$ cat config.mk
export PLATFORM = sky130hd
export DESIGN_NAME = oam_dma_controller
export DESIGN_NICKNAME = d
export VERILOG_FILES = /design/src/rtl/ppu_bus_pkg.sv /design/src/rtl/oam_dma_controller.sv
export SDC_FILE = /design/constraint.sdc
export NUM_CORES = 1
export LEC_CHECK = 0
export CORE_MARGIN = 3
export CORE_UTILIZATION = 46
export DETAILED_ROUTE_END_ITERATION = 16
export GPL_TIMING_DRIVEN = 1
export PLACE_DENSITY = 0.91
export SYNTH_ARGS = -nofsm -noshare
export SYNTH_HDL_FRONTEND = slang
export SYNTH_SLANG_ARGS = --single-unit
$ cat constraint.sdc
create_clock -name clk -period 2.8 [get_ports clk]
set_input_delay 0.56 -clock clk [delete_from_list [all_inputs] [get_ports clk]]
set_output_delay 0.56 -clock clk [all_outputs]
set_load 0.02 [all_outputs]
$ cat src/rtl/ppu_bus_pkg.sv
// ppu_bus_pkg: shared PPU register-port definitions and the OAM DMA state encoding.
package ppu_bus_pkg;

    typedef enum logic [2:0] {
        CONTROL = 3'd0,
        MASK,
        STATUS,
        OAMADDR,
        OAMDATA,
        SCROLL,
        ADDR,
        DATA
    } ppu_reg_e;

    typedef enum logic [2:0] {
        S_IDLE,
        S_HALT,
        S_ALIGN,
        S_READ,
        S_WRITE,
        S_DONE
    } dma_state_e;

    localparam logic PPU_CS_ACTIVE = 1'b0;
    localparam logic PPU_RW_WRITE  = 1'b0;

endpackage

$ cat src/rtl/oam_dma_controller.sv
// oam_dma_controller: halts the CPU and copies one 256-byte CPU page into PPU OAMDATA.
module oam_dma_controller
    import ppu_bus_pkg::*;
#(
    parameter int          OAM_BYTES    = 256,
    parameter logic [2:0]  OAM_DATA_IDX = 3'(OAMDATA)
) (
    input  logic        clk,
    input  logic        reset,
    input  logic        dmaStart,
    input  logic [7:0]  dmaPage,
    input  logic        cpuOddCycle,
    output logic [15:0] memAddr,
    output logic        memRead,
    input  logic [7:0]  memData,
    output logic        cpuHalt,
    output logic [2:0]  ppuAddr,
    output logic        ppuCs,
    output logic        ppuRw,
    output logic [7:0]  ppuData,
    output logic        busy,
    output logic        done
);

    localparam logic [7:0] LAST = 8'(OAM_BYTES - 1);

    dma_state_e state_q, state_d;
    logic [7:0] page_q, page_d;
    logic [7:0] count_q, count_d;
    logic [7:0] data_q, data_d;

    always_ff @(posedge clk) begin
        if (reset) begin
            state_q <= S_IDLE;
            page_q  <= '0;
            count_q <= '0;
            data_q  <= '0;
        end else begin
            state_q <= state_d;
            page_q  <= page_d;
            count_q <= count_d;
            data_q  <= data_d;
        end
    end

    always_comb begin
        state_d = state_q;
        page_d  = page_q;
        count_d = count_q;
        data_d  = data_q;
        case (state_q)
            S_IDLE: begin
                if (dmaStart) begin
                    state_d = S_HALT;
                    page_d  = dmaPage;
                    count_d = '0;
                end
            end
            S_HALT:  state_d = cpuOddCycle ? S_ALIGN : S_READ;
            S_ALIGN: state_d = S_READ;
            S_READ: begin
                state_d = S_WRITE;
                data_d  = memData;
            end
            S_WRITE: begin
                state_d = (count_q == LAST) ? S_DONE : S_READ;
                count_d = (count_q == LAST) ? count_q : count_q + 8'd1;
            end
            S_DONE:  state_d = S_IDLE;
            default: state_d = S_IDLE;
        endcase
    end

    // Low address byte is the counter alone, so page 0xFF never carries into the high byte.
    assign memRead = (state_q == S_READ);
    assign memAddr = memRead ? {page_q, count_q} : 16'h0000;
    assign ppuCs   = (state_q == S_WRITE) ? PPU_CS_ACTIVE : ~PPU_CS_ACTIVE;
    assign ppuRw   = (state_q == S_WRITE) ? PPU_RW_WRITE : ~PPU_RW_WRITE;
    assign ppuAddr = OAM_DATA_IDX;
    assign ppuData = data_q;
    assign busy    = (state_q == S_HALT) || (state_q == S_ALIGN) ||
                     (state_q == S_READ) || (state_q == S_WRITE);
    assign cpuHalt = busy;
    assign done    = (state_q == S_DONE);

endmodule

==> flow_metrics.tcl <==
set metrics [dict create \
    powerDensity_nw_per_um2 444.6 \
    cts_setup_buffers 0 \
    core_area_um2 2805 \
    synth_seq_cells 27 \
    netlist_instances 169 \
    die_w_um 60.75 \
    avgRoutedWirePerCell_um 13.22 \
    worst_slew_pin_slew_ns 0.5950 \
    grt_util_all_layers_pct 18.18 \
    cp.arrival_ns 2.05 \
    start_util_pct 49.15 \
    synthToLayoutAreaGrowth_pct 35.93 \
    cts_resized 1 \
    ys_types 37 \
    n_antenna_cell 0 \
    slowest_delay_ns 0.60 \
    place_area_um2 1838 \
    rsz0062_at_grt "no" \
    syn_avg_cell_area_um2 8.159 \
    routed_wl_mm 3.226 \
    ios 53 \
    dr.pass1.iters 5 \
    hold_violations 0 \
    antenna_found_initial 0 \
    routed_via_density 5.262 \
    fin_worst_skew_ns 0.01065 \
    crit_required_ns 2.24 \
    path_class "reg -> out" \
    synth_area_um2 1379 \
    async_flop_share_pct 0 \
    clock_latency_ns 0.32 \
    yosysSeqAreaShare_pct 39.20 \
    dieArea_um2 3691 \
    hold_class "reg -> reg" \
    grt_pass1_vias 1160 \
    max-vdd-ir-drop_v 0.0003201 \
    drc 0 \
    p_leak_nw 0.6848 \
    whs_ns 0.4626 \
    h-tree-depth 1 \
    nets 235 \
    dpl_worst_slack_ns 0.3306 \
    cts_tree "yes" \
    fin_setup_tns_ns 0 \
    worst_setup_path_end_kind "output pin" \
    path_max_fanout 25 \
    max_slew_margin_pct 60.16 \
    area.sequential_um2 541.8 \
    io_buffers 49 \
    final_layout_size_suffix_gt1_share_pct 9.390 \
    multi_input_comb_area_um2 723.2 \
    slew_violations 0 \
    setup_ws_ns 0.1882 \
    grt_start_max_net_pins 26 \
    cts_max_path_buffers 2 \
    finalCriticalPeriod_ns 2.612 \
    die_y_um 60.75 \
    final_cell_area_um2 1874 \
    power_mw 0.8333 \
    maxCapViolations 0 \
    clk_pin_slew_ns 0.15 \
    cts.hold.buffers_added 0 \
    ant_nets 0 \
    numCtsBuffers 3 \
    critical_path.cell_chain "inv_2 -> nand3_2 -> clkinv_4 -> and2_1 -> clkdlybuf4s50_1" \
    first_iter_violations 56 \
    yosysWarnings 0 \
    cts.sinks 27 \
    worstSetupStartpointType "flip-flop" \
    crit_slowest_cell "clkdlybuf4s50_1" \
    synth_ff_type "dfxtp_1" \
    rows 19 \
    clockRootBuffer "clkbuf_4" \
    dpl.hpwl_mm 2.416 \
    timing.fmax_ghz 0.3829 \
    period_share_pct 93.28 \
    vias 1284 \
    grt_first_pass_wirelength_mm 5.106 \
    synth-edff-count 0 \
    fill_cells 241 \
    gp_congestion 0.8150 \
    grt-ovfl-total 0 \
    setup_viol 0 \
    outcome "finished, final reports clean" \
]
-- flip-flops by register name (all words and copies together), names as in the netlist --
name / flops
count_q: 8
page_q: 8
ppuData: 8
state_q: 3
-- cells in the final DEF (no fill, tap or decap), drive strengths merged, types with 3 or more instances in the layout --
| cell type | instances |
|---|---|
| inv | 5 |
| clkbuf | 3 |
| nor3 | 3 |
| o21ai | 5 |
| nand3 | 6 |
| or2 | 3 |
| nor2 | 8 |
| dfxtp | 27 |
| conb | 3 |
| buf | 3 |
| clkdlybuf4s50 | 49 |
| nand2 | 35 |
| a21oi | 26 |
| and2 | 15 |
| or3 | 3 |
-- path summary, 6_finish.rpt --
path,start,endpoint,slack [ns],depth (start not counted)
worst max-delay path,state_q[2],memAddr[10],0.19,5
worst min register to register,page_q[5],page_q[5],0.46,2
worst max register to register,count_q[0],count_q[5],0.94,5
worst min-delay path,page_q[5],page_q[5],0.46,2
-- power by group --
part	switching, mW	internal (mW)
combinational	0.135	0.109
clock	0.112	0.0545
sequential	0.0142	0.408
total	0.262	0.572
-- critical path, delay by kind of cell (launching register included) --
| kind | cells | cell delay (ns) |
|---|---|---|
| buf+inv | 3 | 0.96 |
| flops | 1 | 0.40 |
| simple gates | 2 | 0.38 |
-- synth_stat cells (2+ instances only) --
cell / count / area share [%]
nand2_1: 35 / 9.5
dfxtp_1: 27 / 39
a21oi_1: 26 / 9.4
and2_1: 15 / 6.8
nor2_1: 7 / 1.9
buf_4: 6 / 3.3
nand3_1: 5 / 1.8
buf_6: 3 / 2.4
inv_1: 3 / 0.82
inv_2: 3 / 0.82
nor3_1: 3 / 1.1
o21ai_1: 3 / 1.1
or3_1: 3 / 1.4
buf_2: 2 / 0.73
clkbuf_1: 2 / 0.54
conb_1: 2 / 0.54
o21ai_0: 2 / 0.73
or2_2: 2 / 0.91
xor2_1: 2 / 1.3
-- through the flow --
step	cells	utilization (%)
floorplan	170	-
global placement	240	65.52
CTS	244	66.68
detailed placement	240	65.52
finish	244	66.82
global route	244	66.82
-- routing by layer --
layer | global-route usage (%) | up-vias | routed length, um
met5 | 0 | - | 0
met4 | 5.573 | 0 | 10
met3 | 2.766 | 2 | 196
met2 | 31.76 | 41 | 1650
met1 | 23.01 | 592 | 1370
li1 | - | 649 | -
-- area by class of cell --
type,count,area share [%]
well taps,31,2.069
repair buffers,52,27.37
flip-flops and latches,27,28.91
inverters,6,1.469
clock inverters,1,0.4005
multi-input cells,124,38.58
clock buffers,3,1.202
-- kinds of logic after synthesis --
family | synth area share, %
simple gates | 32.94
compound gates | 15.88
flops | 39.20
buf+inv | 8.620
xor+xnor | 1.906
other cells | 0.5447
fa+ha+maj | 0.9073
No activity file was read; power rests on OpenSTA's default activity.
